`config.mk`:
```
export PLATFORM = sky130hd
export DESIGN_NAME = sevenseg_scan_decoder
export DESIGN_NICKNAME = d
export VERILOG_FILES = /design/src/rtl/sevenseg_pkg.sv /design/src/rtl/sevenseg_to_bcd.sv /design/src/rtl/sevenseg_scan_decoder.sv
export SDC_FILE = /design/constraint.sdc
export NUM_CORES = 1
export LEC_CHECK = 0
export BUFFER_PORTS_ARGS = -buffer_cell sky130_fd_sc_hd__buf_4
export CAP_MARGIN = 20
export CORE_MARGIN = 1
export CORE_UTILIZATION = 40
export CTS_CLUSTER_DIAMETER = 30
export DETAILED_ROUTE_END_ITERATION = 12
export GPL_TIMING_DRIVEN = 0
export MAX_ROUTING_LAYER = met4
export SLEW_MARGIN = 20
export SYNTH_ARGS = -nofsm -noshare
export SYNTH_HDL_FRONTEND = slang
export SYNTH_SLANG_ARGS = --single-unit
export TNS_END_PERCENT = 30
```
`constraint.sdc`:
```
create_clock -name clock -period 2 [get_ports clock]
set_input_delay 0.4 -clock clock [delete_from_list [all_inputs] [get_ports clock]]
set_output_delay 0.4 -clock clock [all_outputs]
set_load 0.01 [all_outputs]
```
`src/rtl/sevenseg_pkg.sv`:
```
// Shared seven-segment definitions for the display encoder and scan decoder paths.
// Segment order is {a,b,c,d,e,f,g}, active-low (0 = segment lit).
package sevenseg_pkg;

    localparam logic [6:0] SEG_0     = 7'b0000001;
    localparam logic [6:0] SEG_1     = 7'b1001111;
    localparam logic [6:0] SEG_2     = 7'b0010010;
    localparam logic [6:0] SEG_3     = 7'b0000110;
    localparam logic [6:0] SEG_4     = 7'b1001100;
    localparam logic [6:0] SEG_5     = 7'b0100100;
    localparam logic [6:0] SEG_6     = 7'b0100000;
    localparam logic [6:0] SEG_7     = 7'b0001101;
    localparam logic [6:0] SEG_8     = 7'b0000000;
    localparam logic [6:0] SEG_9     = 7'b0000100;
    localparam logic [6:0] SEG_BLANK = 7'b1111111;

    localparam logic [3:0] BCD_BLANK   = 4'hF;
    localparam logic [3:0] BCD_INVALID = 4'hE;

    typedef enum logic {
        TRACK,
        COMMITTED
    } sampler_state_t;

    typedef enum logic {
        EMPTY,
        FULL
    } out_state_t;

endpackage

```
`src/rtl/sevenseg_to_bcd.sv`:
```
// Combinational decoder from an active-low segment pattern back to BCD.
// Blank reads as BCD_BLANK; any unrecognised pattern reads as BCD_INVALID.
module sevenseg_to_bcd
    import sevenseg_pkg::*;
(
    input  logic [6:0] segment,
    output logic [3:0] bcd,
    output logic       blank,
    output logic       invalid
);

    always_comb begin
        bcd     = BCD_INVALID;
        blank   = 1'b0;
        invalid = 1'b0;
        case (segment)
            SEG_0:     bcd = 4'd0;
            SEG_1:     bcd = 4'd1;
            SEG_2:     bcd = 4'd2;
            SEG_3:     bcd = 4'd3;
            SEG_4:     bcd = 4'd4;
            SEG_5:     bcd = 4'd5;
            SEG_6:     bcd = 4'd6;
            SEG_7:     bcd = 4'd7;
            SEG_8:     bcd = 4'd8;
            SEG_9:     bcd = 4'd9;
            SEG_BLANK: begin
                bcd   = BCD_BLANK;
                blank = 1'b1;
            end
            default:   invalid = 1'b1;
        endcase
    end

endmodule

```
`src/rtl/sevenseg_scan_decoder.sv`:
```
// Observes a multiplexed active-low seven-segment bus, debounces each digit slot,
// and hands complete multi-digit frames out on a valid/ready interface.
module sevenseg_scan_decoder
    import sevenseg_pkg::*;
#(
    parameter int NUM_DIGITS   = 4,
    parameter int STABLE_COUNT = 3
)
(
    input  logic                    clock,
    input  logic                    reset_L,
    input  logic [6:0]              segment,
    input  logic [NUM_DIGITS-1:0]   digit_sel_L,
    output logic [4*NUM_DIGITS-1:0] bcd_out,
    output logic [NUM_DIGITS-1:0]   blank_out,
    output logic                    frame_valid,
    input  logic                    frame_ready,
    output logic                    error,
    output logic                    overrun,
    input  logic                    clear
);

    localparam int CW = $clog2(STABLE_COUNT + 1);
    localparam int PW = NUM_DIGITS + 7;
    localparam logic [NUM_DIGITS-1:0] SEL_ONE = NUM_DIGITS'(1);

    sampler_state_t        state_reg, state_next;
    out_state_t            out_state_reg, out_state_next;
    logic [CW-1:0]         count_reg, count_next;
    logic [PW-1:0]         pair_reg;
    logic [NUM_DIGITS-1:0] seen_reg, seen_next;
    logic                  complete_reg, complete_next;
    logic                  err_pend_reg;
    logic                  error_reg, error_next;
    logic                  overrun_reg, overrun_next;

    logic [NUM_DIGITS-1:0] sel;
    logic [NUM_DIGITS-1:0] seen_or;
    logic [PW-1:0]         pair;
    logic                  sel_onehot;
    logic                  same_pair;
    logic                  commit;
    logic                  load;
    logic                  drop;
    logic [3:0]            dec_bcd;
    logic                  dec_blank;
    logic                  dec_invalid;

    sevenseg_to_bcd u_decode (
        .segment (segment),
        .bcd     (dec_bcd),
        .blank   (dec_blank),
        .invalid (dec_invalid)
    );

    assign sel        = ~digit_sel_L;
    assign sel_onehot = (sel != '0) && ((sel & (sel - SEL_ONE)) == '0);
    assign pair       = {digit_sel_L, segment};
    assign same_pair  = (pair == pair_reg);
    assign seen_or    = seen_reg | sel;

    // Sampler: a digit commits once the same pair has been seen STABLE_COUNT times in a row.
    always_comb begin
        state_next = state_reg;
        count_next = count_reg;
        commit     = 1'b0;
        if (!sel_onehot) begin
            state_next = TRACK;
            count_next = '0;
        end else if (!same_pair || count_reg == '0) begin
            state_next = TRACK;
            count_next = CW'(1);
            if (STABLE_COUNT == 1) begin
                commit     = 1'b1;
                state_next = COMMITTED;
            end
        end else if (state_reg == TRACK) begin
            if (count_reg == CW'(STABLE_COUNT - 1)) begin
                commit     = 1'b1;
                state_next = COMMITTED;
                count_next = CW'(STABLE_COUNT);
            end else begin
                count_next = count_reg + CW'(1);
            end
        end
    end

    // Frame completion is registered; the load decision happens one edge later.
    always_comb begin
        seen_next     = seen_reg;
        complete_next = 1'b0;
        if (commit) begin
            if (&seen_or) begin
                seen_next     = '0;
                complete_next = 1'b1;
            end else begin
                seen_next = seen_or;
            end
        end
    end

    always_comb begin
        out_state_next = out_state_reg;
        load           = 1'b0;
        drop           = 1'b0;
        if (complete_reg) begin
            if (out_state_reg == EMPTY || frame_ready) begin
                load = 1'b1;
            end else begin
                drop = 1'b1;
            end
        end
        case (out_state_reg)
            EMPTY:   if (load) out_state_next = FULL;
            FULL:    if (frame_ready && !load) out_state_next = EMPTY;
            default: out_state_next = EMPTY;
        endcase
    end

    // Sticky flags: a set event in the same cycle as clear takes priority.
    always_comb begin
        error_next   = error_reg;
        overrun_next = overrun_reg;
        if (clear) begin
            error_next   = 1'b0;
            overrun_next = 1'b0;
        end
        if (err_pend_reg) error_next = 1'b1;
        if (drop) overrun_next = 1'b1;
    end

    always_ff @(posedge clock or negedge reset_L) begin
        if (!reset_L) begin
            state_reg     <= TRACK;
            count_reg     <= '0;
            pair_reg      <= '1;
            seen_reg      <= '0;
            complete_reg  <= 1'b0;
            err_pend_reg  <= 1'b0;
            out_state_reg <= EMPTY;
            error_reg     <= 1'b0;
            overrun_reg   <= 1'b0;
        end else begin
            state_reg     <= state_next;
            count_reg     <= count_next;
            pair_reg      <= pair;
            seen_reg      <= seen_next;
            complete_reg  <= complete_next;
            err_pend_reg  <= commit && dec_invalid;
            out_state_reg <= out_state_next;
            error_reg     <= error_next;
            overrun_reg   <= overrun_next;
        end
    end

    genvar gi;
    generate
        for (gi = 0; gi < NUM_DIGITS; gi++) begin : g_slot
            logic [3:0] shadow_bcd_reg;
            logic       shadow_blank_reg;
            logic [3:0] out_bcd_reg;
            logic       out_blank_reg;

            always_ff @(posedge clock or negedge reset_L) begin
                if (!reset_L) begin
                    shadow_bcd_reg   <= BCD_BLANK;
                    shadow_blank_reg <= 1'b1;
                    out_bcd_reg      <= BCD_BLANK;
                    out_blank_reg    <= 1'b1;
                end else begin
                    if (commit && sel[gi]) begin
                        shadow_bcd_reg   <= dec_bcd;
                        shadow_blank_reg <= dec_blank;
                    end
                    if (load) begin
                        out_bcd_reg   <= shadow_bcd_reg;
                        out_blank_reg <= shadow_blank_reg;
                    end
                end
            end

            assign bcd_out[4*gi +: 4] = out_bcd_reg;
            assign blank_out[gi]      = out_blank_reg;
        end
    endgenerate

    assign frame_valid = (out_state_reg == FULL);
    assign error       = error_reg;
    assign overrun     = overrun_reg;

endmodule

```
==> summary.txt <==
Yosys
  – Ys async rst share: 1.000
  – Syn Area/Cell: 14.21 µm²
  – Top FF cell, synth: dfstp_2
  – Number of flops mapped to enable cells by yosys: 0
  – Synthesized area: 0.003055 mm²
  – Top-area cell type share of the netlist area: 0.4386
  – Post-synthesis sequential area ratio: 0.5369
  – Synth Instances: around 220
  – Synthesized Nets: around 230
  – Cell taking the most area after synthesis: dfstp_2
  – Yosys Warn Count: 0
  – Synth Register Bits: between 60 and 70
  – Distinct cells, synth: 50
  – Synth top area cells: dfstp_2 (44%), mux2_2 (10%), dfrtp_1 (9.8%)

Routing
  – Drt pass-1 iters: 4
  – Drt drc: 0
  – Met2 wire length: about 2700 µm
  – Via count: roughly 1900
  – Detailed Route Iter0 Violations: 49
  – Final WL: 5731 µm
  – Post-route ant nets: 0
  – Met3 WL: 151 µm
  – M1 wire length: roughly 2800 µm
  – Vias per std cell: about 5.0
  – DR top layer: met4
  – Wirelength per Cell: 15.24 µm

Global route
  – Largest net degree at the start of global routing: 64
  – Vias in the first global route: approximately 1900
  – GRT overflow: 0
  – First-pass GRT wire length: roughly 9600 µm
  – GRT Total Usage: 0.1714
  – Initial antenna violation count: 0

Pwr
  – Worst vdd ir: ~0.00053 V
  – Power Dens Cells: a little over 700 mW/mm²
  – Total power: around 2.8 mW
  – Leakage: 1.647 nW

STA
  – Fmax: between 0.4 and 0.5 GHz
  – Fin crit share: 1.016
  – Final min period: slightly above 2000 ps
  – Setup WS post-layout: -32.72 ps
  – Final Hold Viols: 0
  – Slew at the pin closest to its max-slew limit: approximately 800 ps
  – RSZ-0062 raised after global routing: yes
  – Slew HR: 0.4740
  – Worst Skew: approximately 8.5 ps
  – # setup viols final: 16
  – Max Slew Vio Count: 0

Floorplan
  – Core region area: ~0.0073 mm²
  – FP Rows: 31
  – Die W: between 80 and 90 µm
  – Die Area: about 0.0080 mm²
  – I/O pins: 38
  – Initial Utilization: 0.4168
  – Die Y: 89.40 µm

Outcome
  – Violated checks: negative setup slack
  – Status: finished with violations

Final layout
  – Layout overhead on the synthesized area: 26.95%
  – N_diodes: 0
  – Register Area: 0.001640 mm²
  – Final Util: 0.5291
  – Nets: 289
  – Final-layout fill cell count: roughly 630
  – Layout cell share with drive strength beyond 1: 0.6643
  – Area of the multi-input gates: 0.001363 mm²

Worst setup path
  – Top Family by Delay on Critical Path: simple AND/OR/NAND/NOR gates
  – CP max stage delay: 370 ps
  – Critical path cell sequence: inv_1, ha_2, nor4_4, o2111ai_4, nor3_4, buf_12, mux2_2
  – Critical Path RT: approximately 2300 ps
  – Crit Path Max Fanout: 5
  – CP Class: reg -> reg
  – Worst Path Buf+Inv: 2
  – Data arrival, critical path: ~2300 ps
  – Worst Setup Start Kind: register
  – Crit end category: register
  – Slowest-stage cell, CP: dfrtp_1

CTS
  – CTS max path bufs: 2
  – Clk root buf: clkbuf_8
  – Clock Latency Late Sink: ~340 ps
  – TritonCTS clock tree: built
  – CTS Buf Count: 9
  – CTS H-tree lvls: 3
  – Clk pin slew, worst setup/hold paths: about 80 ps
  – CTS Sinks: between 60 and 70

Run
  – Max cap viols: 0

Place
  – DP Worst Slack: -335.2 ps
  – Routability congestion estimate: 0.7581
  – I/O Buffers: 37
  – Detail Placement HPWL: 3789 µm

Worst hold path
  – Hold WC Path Type: in -> async
[where the power goes]
group	total (mW)	internal (mW)	switching (mW)
logic	0.213	0.0808	0.133
clock network	1.27	0.743	0.528
registers	1.31	1.30	0.00804
[cell usage in the layout, fill, tap and decap left out, types with 2 or more instances in the layout]
master and instances:
inv_1 5, nor3_2 4, mux2i_1 2, nor3_4 4, xor2_1 10, o2111ai_4 2, buf_6 5, mux2_1 9
bufinv_16 2, nand2b_1 6, nor4_1 2, a211o_1 2, nand4b_1 3, buf_4 47, and4_2 2, nor2_1 7
nor3_1 3, nand2_1 5, dfrtp_1 12, mux2_4 6, nor4_4 4, or3b_1 2, clkbuf_8 12, buf_12 2
dfstp_2 51, nor4_2 3, nand3_1 3, mux2_2 25, xor2_2 3, nand3b_1 2, clkbuf_1 2, o21a_1 4
[cell type report]
| cell class | count | share of cell area |
|---|---|---|
| sequential | 63 | 0.4229 |
| multi-input combinational | 133 | 0.3513 |
| timing repair buffer | 46 | 0.09742 |
| clock buffer | 10 | 0.03548 |
| buffer | 14 | 0.03258 |
| tap | 99 | 0.03194 |
| clock inverter | 6 | 0.02355 |
| inverter | 5 | 0.004839 |
[final timing paths]
path / startpoint / end / slack [ps] / cells past startpoint
min in group clock: segment[2] / pair_reg[2] / 170 / 1
max in group asynchronous: reset_L / complete_reg / 1340 / 1
hold / removal: reset_L / seen_reg[0] / 160 / 1
setup / recovery: count_reg[0] / g_slot[3].shadow_bcd_reg[2] / -30 / 7
setup reg to reg: count_reg[0] / g_slot[3].shadow_bcd_reg[2] / -30 / 7
hold reg to reg: err_pend_reg / error / 430 / 1
[through the flow]
step	std cells	setup TNS (ps)	cell area, µm²	hold slack, ps
finish	376	-391.4	3879	162.7
global route	376	-2260	3879	147.8
CTS	372	-523.7	3786	150.1
detailed placement	351	-7482	3457	412.9
global placement	351	-7343	3457	408.4
floorplan	215	0	3055	104.4
[layer usage]
layer	up-vias	GRT usage
met5	-	-
met4	0	0.08658
met3	10	0.03139
met2	30	0.2484
met1	945	0.2301
li1	880	-
[Yosys cell counts (3+ instances only)]
master / number
dfstp_2: 51
nor3_1: 7
dfrtp_1: 12
inv_1: 5
mux2_1: 9
nor4_2: 5
nor3_4: 4
nor2_1: 7
mux2_2: 27
o21a_1: 4
nand3_1: 3
xor2_1: 13
buf_4: 5
mux2_4: 4
nand4b_1: 3
nand2_1: 5
buf_6: 3
nand2b_1: 6
[repair_timing]
action / 4_1_cts / 5_1_grt
setup buffers: 5 / 4
hold buffers: 0 / 0
setup endpoints to repair: 25 / 25
resized for setup: 6 / 10
pin swaps: 11 / 9
[kinds of logic after synthesis]
group | Yosys count | synth area share
muxes | 42 | 0.1589
xor gates and xnor gates | 15 | 0.04546
adders and majority gates | 2 | 0.008189
DFF | 63 | 0.5369
and+or+nand+nor | 56 | 0.1441
buffers and inverters | 19 | 0.04750
AOI/OAI and AO/OA | 18 | 0.05897
No activity file was read; power rests on OpenSTA's default activity.
